$ cat config.mk
export PLATFORM = sky130hd
export DESIGN_NAME = uart_rx_core
export DESIGN_NICKNAME = d
export VERILOG_FILES = /design/src/rtl/uart_pkg.sv /design/src/rtl/uart_rx_sync.sv /design/src/rtl/uart_rx_core.sv
export SDC_FILE = /design/constraint.sdc
export NUM_CORES = 1
export LEC_CHECK = 0
export ABC_AREA = 1
export ABC_CLOCK_PERIOD_IN_PS = 2600
export CAP_MARGIN = 20
export CORE_ASPECT_RATIO = 0.5
export CORE_MARGIN = 2
export CORE_UTILIZATION = 46
export CTS_CLUSTER_SIZE = 10
export DETAILED_ROUTE_END_ITERATION = 10
export PLACE_DENSITY = 0.66
export SETUP_SLACK_MARGIN = 0.05
export SYNTH_ARGS = -nofsm -noshare
export SYNTH_HDL_FRONTEND = slang
export SYNTH_SLANG_ARGS = --single-unit
$ cat constraint.sdc
create_clock -name clock -period 2.6 [get_ports clock]
set_input_delay 0.52 -clock clock [delete_from_list [all_inputs] [get_ports clock]]
set_output_delay 0.52 -clock clock [all_outputs]
set_load 0.005 [all_outputs]
$ cat src/rtl/uart_pkg.sv
// Shared UART definitions: receiver state encoding, default oversample ratio
// and the baud-rate select encodings also used by the baud generator.
package uart_pkg;

  localparam int unsigned OVERSAMPLE_DEF = 16;

  typedef enum logic [2:0] {
    ST_IDLE   = 3'd0,
    ST_START  = 3'd1,
    ST_DATA   = 3'd2,
    ST_PARITY = 3'd3,
    ST_STOP   = 3'd4,
    ST_BREAK  = 3'd5
  } rx_state_t;

  typedef enum logic [2:0] {
    BAUD_9600   = 3'd0,
    BAUD_19200  = 3'd1,
    BAUD_38400  = 3'd2,
    BAUD_57600  = 3'd3,
    BAUD_115200 = 3'd4
  } baud_sel_t;

  function automatic int unsigned baud_rate(input baud_sel_t sel);
    int unsigned rate;
    case (sel)
      BAUD_9600:   rate = 9600;
      BAUD_19200:  rate = 19200;
      BAUD_38400:  rate = 38400;
      BAUD_57600:  rate = 57600;
      BAUD_115200: rate = 115200;
      default:     rate = 9600;
    endcase
    return rate;
  endfunction

endpackage

$ cat src/rtl/uart_rx_sync.sv
// Two-flop synchronizers for the serial line and baud square wave, plus a
// one-clock tick on every synchronized baud rising edge.
module uart_rx_sync (
  input  logic clock,
  input  logic rst,
  input  logic baudIn,
  input  logic rxIn,
  output logic rx_sync,
  output logic tick
);

  logic [1:0] rx_ff;
  logic [1:0] baud_ff;
  logic       baud_d;

  always_ff @(posedge clock or posedge rst) begin
    if (rst) begin
      rx_ff   <= '1;
      baud_ff <= '0;
      baud_d  <= 1'b0;
    end else begin
      rx_ff   <= {rx_ff[0], rxIn};
      baud_ff <= {baud_ff[0], baudIn};
      baud_d  <= baud_ff[1];
    end
  end

  assign rx_sync = rx_ff[1];
  assign tick    = baud_ff[1] & ~baud_d;

endmodule

$ cat src/rtl/uart_rx_core.sv
// Oversampling UART receiver core. Optional parity check is built in when
// the UART_RX_PARITY_EN macro is defined; otherwise parityErr is tied low.
module uart_rx_core
  import uart_pkg::*;
#(
  parameter int unsigned DATA_BITS  = 8,
  parameter int unsigned OVERSAMPLE = OVERSAMPLE_DEF,
  parameter int unsigned PARITY_ODD = 0
) (
  input  logic                 clock,
  input  logic                 rst,
  input  logic                 baudIn,
  input  logic                 rxIn,
  output logic [DATA_BITS-1:0] dataOut,
  output logic                 dataValid,
  output logic                 frameErr,
  output logic                 parityErr,
  output logic                 busy
);

  localparam int unsigned    CNT_W    = $clog2(OVERSAMPLE);
  localparam logic [CNT_W-1:0] CNT_MID = CNT_W'(OVERSAMPLE / 2 - 1);
  localparam logic [CNT_W-1:0] CNT_END = CNT_W'(OVERSAMPLE - 1);
  localparam logic [2:0]     BIT_LAST = 3'(DATA_BITS - 1);

  logic                 rx;
  logic                 tick;
  rx_state_t            state;
  logic [CNT_W-1:0]     cnt;
  logic [2:0]           bit_idx;
  logic [DATA_BITS-1:0] shreg;
  logic [DATA_BITS-1:0] data_q;
  logic                 dv_q;
  logic                 fe_q;

  uart_rx_sync u_sync (
    .clock   (clock),
    .rst     (rst),
    .baudIn  (baudIn),
    .rxIn    (rxIn),
    .rx_sync (rx),
    .tick    (tick)
  );

`ifdef UART_RX_PARITY_EN
  localparam logic ODD = (PARITY_ODD != 0);
  logic par_bad;
  logic pe_q;
`else
  logic unused_parity_cfg;
  assign unused_parity_cfg = (PARITY_ODD != 0);
`endif

  // Pulses are set on the stop-sample tick and cleared on every other clock,
  // so they appear one clock after that tick and are exactly one clock wide.
  always_ff @(posedge clock or posedge rst) begin
    if (rst) begin
      state   <= ST_IDLE;
      cnt     <= '0;
      bit_idx <= '0;
      shreg   <= '0;
      data_q  <= '0;
      dv_q    <= 1'b0;
      fe_q    <= 1'b0;
`ifdef UART_RX_PARITY_EN
      par_bad <= 1'b0;
      pe_q    <= 1'b0;
`endif
    end else begin
      dv_q <= 1'b0;
      fe_q <= 1'b0;
`ifdef UART_RX_PARITY_EN
      pe_q <= 1'b0;
`endif
      if (tick) begin
        case (state)
          ST_IDLE: begin
            if (!rx) begin
              state <= ST_START;
              cnt   <= '0;
            end
          end
          ST_START: begin
            if (cnt == CNT_MID) begin
              cnt     <= '0;
              bit_idx <= '0;
              state   <= rx ? ST_IDLE : ST_DATA;
            end else begin
              cnt <= cnt + 1'b1;
            end
          end
          ST_DATA: begin
            cnt <= cnt + 1'b1;
            if (cnt == CNT_END) begin
              shreg   <= {rx, shreg[DATA_BITS-1:1]};
              bit_idx <= bit_idx + 1'b1;
              if (bit_idx == BIT_LAST) begin
                bit_idx <= '0;
`ifdef UART_RX_PARITY_EN
                state   <= ST_PARITY;
`else
                state   <= ST_STOP;
`endif
              end
            end
          end
`ifdef UART_RX_PARITY_EN
          ST_PARITY: begin
            cnt <= cnt + 1'b1;
            if (cnt == CNT_END) begin
              par_bad <= (^shreg) ^ rx ^ ODD;
              state   <= ST_STOP;
            end
          end
`endif
          ST_STOP: begin
            cnt <= cnt + 1'b1;
            if (cnt == CNT_END) begin
              data_q <= shreg;
`ifdef UART_RX_PARITY_EN
              pe_q   <= par_bad;
`endif
              if (rx) begin
                dv_q  <= 1'b1;
                state <= ST_IDLE;
              end else begin
                fe_q  <= 1'b1;
                state <= ST_BREAK;
              end
            end
          end
          ST_BREAK: begin
            if (rx) state <= ST_IDLE;
          end
          default: state <= ST_IDLE;
        endcase
      end
    end
  end

  assign dataOut   = data_q;
  assign dataValid = dv_q;
  assign frameErr  = fe_q;
  assign busy      = (state != ST_IDLE);
`ifdef UART_RX_PARITY_EN
  assign parityErr = pe_q;
`else
  assign parityErr = 1'b0;
`endif

endmodule
# [After elaboration in Yosys (flattened, before gate mapping)]
# Cells that the tools add are included.
[op_classes] n_eq_ne=13 reduce_logical=10 bitwise_logic=2 mux=24 add_sub_neg=2
[op_table] operator="two-way mux 3 bit" n=10
[op_table] operator="one-hot mux 3 bit (5 select lines)" n=1
[op_table] operator="one-hot mux 4 bit (3 select lines)" n=1
[op_table] operator="!= test 2 bit (second input constant)" n=5
[op_table] operator="== test 3 bit (second input constant)" n=3
[op_table] operator="AND reduction 3 bit" n=3
[op_table] operator="two-way mux 1 bit" n=8
[op_table] operator="two-way mux 4 bit" n=2
[op_table] operator="AND reduction 7 bit" n=1
[op_table] operator="one-hot mux 3 bit (2 select lines)" n=1
[op_table] operator="nonzero test 3 bit" n=2
[op_table] operator="adder 4 x 1 -> 4 bit (second input constant)" n=1
[op_table] operator="== test 4 x 3 -> 1 bit (second input constant)" n=1
[op_table] operator="== test 4 bit (second input constant)" n=1
[op_table] operator="AND reduction 4 bit" n=1
[op_table] operator="adder 3 x 1 -> 3 bit (second input constant)" n=1
[op_table] operator="== test 3 x 1 -> 1 bit (second input constant)" n=1
[op_table] operator="== test 3 x 2 -> 1 bit (second input constant)" n=1
[op_table] operator="zero test 3 bit" n=1
[op_table] operator="two-way mux 2 bit" n=1
[op_table] operator="!= test 2 x 1 -> 1 bit (second input constant)" n=1
[op_table] operator="nonzero test 2 bit" n=1
[op_table] operator="OR reduction 2 bit" n=1
[op_table] operator="bitwise AND 1 bit" n=1
[op_table] operator="inverter 1 bit" n=1
[totals] reg_bits=33 in_bits=4 output_inout_bits=12

# [Logic depth before layout (Yosys ltp)]
[depth] word_depth=4 mapped_depth=9 depth_no_buf=9

# [Hierarchy]
# A second synthesis with hierarchy kept.
[unflattened] cells_unflattened=165 area_unflattened_um2=1571.5
[modules_own_cells] mod="uart_rx_core" area_each_um2=1430.1 seq_area_each_um2=700.7 cells_each=157 instances=1
[modules_own_cells] mod="uart_rx_sync" area_each_um2=141.4 seq_area_each_um2=127.6 cells_each=8 instances=1

# [Worst setup path after synthesis]
# No wires, ideal clock.
[synth_timing] kind="reg2reg" startpoint="register cnt[0]" endpoint="register shreg[7]" path_stages_with_launch=8 path_buffers=1 arrival_time_ps=1195 setup_ps=119 path_slack_ps=1286 cell_sequence="dfrtp_1 > ha_1 > nand3_4 > nor2_8 > nand2_4 > buf_6 > nand2_2 > o21ai_2"
[synth_between] elab_chain_len=2
[synth_lines] element="start, declared" line_no="uart_rx_core.sv:29" text="logic [CNT_W-1:0] cnt;"
[synth_lines] element="start signal, assigned" line_no="uart_rx_core.sv:89" text="cnt <= cnt + 1'b1;"
[synth_lines] element="start signal, assigned" line_no="uart_rx_core.sv:93" text="cnt <= cnt + 1'b1;"
[synth_lines] element="start signal, assigned" line_no="uart_rx_core.sv:117" text="cnt <= cnt + 1'b1;"
[synth_lines] element="== test 4 bit" line_no="uart_rx_core.sv:94" text="if (cnt == CNT_END) begin"
[synth_lines] element="AND reduction 3 bit (no line)"
[synth_lines] element="end signal, assigned" line_no="uart_rx_core.sv:95" text="shreg <= {rx, shreg[DATA_BITS-1:1]};"
[synth_lines] element="end, declared" line_no="uart_rx_core.sv:31" text="logic [DATA_BITS-1:0] shreg;"
# No other way between the ends.
# A chain may end at the register's enable or synchronous reset.

# [Final worst setup path]
[layout_timing] startpoint="register state[0]" endpoint="output port busy"
[layout_between] elab_chain_len=1
[layout_lines] element="start, declared" line_no="uart_rx_core.sv:28" text="rx_state_t state;"
[layout_lines] element="start signal, assigned" line_no="uart_rx_core.sv:87" text="state <= rx ? ST_IDLE : ST_DATA;"
[layout_lines] element="nonzero test 3 bit" line_no="uart_rx_core.sv:144" text="assign busy = (state != ST_IDLE);"
[layout_lines] element="end, declared" line_no="uart_rx_core.sv:18" text="output logic busy"
# No other way between the ends.

==> impl_metrics.tcl <==
set metrics [dict create \
    peakVddDrop_mv 0.320 \
    hold_violations 0 \
    synth-simple-area-share 0.243 \
    critPathKind "reg2out" \
    layout_commonest_cell "nand2_1" \
    ys_ff_latch 33 \
    cts_buffer_depth 2 \
    vias_per_cell 4.82 \
    drtAntennaViolNets 0 \
    cp.arrival_ns 1.41 \
    cts.htree.levels 2 \
    synth_nets 173 \
    finalMaxSlewViolations 0 \
    clock.fmax_mhz 518 \
    syn_to_final_growth_pct 18.3 \
    critPathLaunchType "flop" \
    globalRouteOverflowTotal 0 \
    multiInputGateArea_um2 623 \
    cts.sinks 33 \
    drt-total-wl_um 2640 \
    setup_viol_count_final 0 \
    synth_top_family_by_area "simple AND/OR/NAND/NOR gates" \
    cts-root-buf "clkbuf_8" \
    crit_path_start "state[0]" \
    cts_buffers 5 \
    drive_gt1_frac 0.226 \
    syn_area_per_cell_um2 9.47 \
    maxCapViolCount 0 \
    fillerInstances 274 \
    crit_fanout 5 \
    finalCriticalPeriod_ns 1.93 \
    grt_pass1_vias 1086 \
    fin_nets 192 \
    rr_endpoint "shreg[6]" \
    period_share 0.742 \
    dieArea_mm2 0.00393 \
    synthAdderAreaFrac 0.0239 \
    synth_cell_types 26 \
    fin_skew_ns 0.00573 \
    hpwl_um 1820 \
    grt_pass1_wl_um 4760 \
    reg2reg_from "cnt[0]" \
    groute.usage.overall 0.164 \
    ys_seq_area_frac 0.527 \
    cts-resized-gates 0 \
    synth-xor-area-share 0.0111 \
    cts_tree "built" \
    start_util 0.501 \
    critPathCaptureType "output pin" \
    num_vias 1090 \
    synth_mux_area_frac 0 \
    die_h_um 45.3 \
    power.leakage_nw 0.927 \
    firstDrtPassIters 4 \
    fin_util 0.593 \
    syn_area_mm2 0.00157 \
    synth_cells 166 \
    endpoint "busy" \
    first_iter_violations 51 \
    clk_pin_slew_ns 0.07 \
    powerDensity_mw_per_mm2 771 \
    final_cell_mix "nand2_1, dfrtp_1, inv_1" \
    io_buffers 14 \
    required_ns 2.08 \
    hold_class "reg2reg" \
    wire_per_inst_um 11.7 \
    grt_max_degree 34 \
    synth-compound-area-share 0.116 \
    drcViolationCount 0 \
    antenna_found_initial 0 \
    cts_setup_buffers 0 \
    fp-row-count 14 \
    fin_setup_tns_ns 0 \
    core-area_mm2 0.00314 \
    ys.warnings.count 0 \
    r2r_slack_ns 1.19 \
    dieWidth_um 86.7 \
    clk_latency_ns 0.28 \
    antenna_cells 0 \
    ios 16 \
    hold_buffers 0 \
    worstRegToRegCells 6 \
    status "finished clean" \
    place_congestion 0.824 \
    rsz0062_at_grt "no" \
    regArea_um2 828 \
]
[worst max-delay path, cell delays in order (launching register included)]
cell and delay (ns):
dfrtp_1 0.44, nor2_2 0.18, nand2_1 0.07, clkdlybuf4s50_1 0.44
[how the worst min path moves through the flow]
stage	startpoint	end	slack (ns)	depth (start not counted)
4_1_cts	u_sync.rx_ff[0]	u_sync.rx_ff[1]	0.36	0
6_report	u_sync.baud_ff[0]	u_sync.baud_ff[1]	0.35	0
5_1_grt	u_sync.rx_ff[0]	u_sync.rx_ff[1]	0.36	0
3_3_place_gp	u_sync.baud_ff[0]	u_sync.baud_ff[1]	0.34	0
3_5_place_dp	u_sync.baud_ff[0]	u_sync.baud_ff[1]	0.34	0
2_1_floorplan	u_sync.baud_ff[0]	u_sync.baud_ff[1]	0.33	0
[layer usage]
metal	wire [µm]	share of wire	vias up	track usage
met3	79	0.030	2	0.0548
met4	19	0.0072	0	0.0594
met2	1270	0.48	13	0.269
met5	0	0	-	0
li1	-	-	554	-
met1	1280	0.48	521	0.207
[cell families after synthesis]
family | after synthesis
xor gates and xnor gates | 2
and+or+nand+nor | 76
other | 1
AOI/OAI and AO/OA | 24
adders and majority gates | 3
buffers and inverters | 27
DFF | 33
[power breakdown]
| part | switching [mW] | internal [mW] |
|---|---|---|
| combinational | 0.201 | 0.116 |
| clock | 0.190 | 0.312 |
| sequential | 0.0545 | 0.560 |
[area by class of cell]
| type | instances | share of cell area |
|---|---|---|
| timing repair buffer | 15 | 0.0794 |
| clock inverter | 2 | 0.0202 |
| multi-input combinational | 106 | 0.335 |
| inverter | 24 | 0.0485 |
| tap | 40 | 0.0269 |
| sequential | 33 | 0.445 |
| clock buffer | 6 | 0.0444 |
[flip-flops by register name, summed over array words and instances (netlist names)]
| register | count |
|---|---|
| shreg | 8 |
| dataOut | 8 |
| dataValid | 1 |
| bit_idx | 3 |
| u_sync.rx_ff | 2 |
| frameErr | 1 |
| u_sync.baud_ff | 2 |
| state | 3 |
| u_sync.baud_d | 1 |
| cnt | 4 |
[synthesized netlist by cell type (all sizes together)]
| cell | number | area [µm²] |
|---|---|---|
| dfstp | 2 | 52.6 |
| nor2 | 14 | 83.8 |
| buf | 3 | 30.0 |
| inv | 24 | 90.1 |
| o21ai | 23 | 175 |
| nand3b | 1 | 7.51 |
| conb | 1 | 3.75 |
| nand3 | 11 | 72.6 |
| dfrtp | 31 | 776 |
| xor2 | 1 | 8.76 |
| nand4 | 1 | 6.26 |
| ha | 3 | 37.5 |
| nand2 | 49 | 211 |
| xnor2 | 1 | 8.76 |
| o21bai | 1 | 7.51 |
[metrics by stage]
step	power, mW	instances	area (µm²)	setup slack (ns)	hold slack, ns
after detailed placement	0.937	218	1740	0.988	0.338
after floorplan	0.853	166	1570	1.29	0.331
after CTS	1.45	226	1860	0.673	0.359
after global routing	1.53	226	1860	0.599	0.364
final	1.43	226	1860	0.671	0.352
after global placement	0.929	218	1740	1.01	0.337
Power figures use the tool's default switching activity.
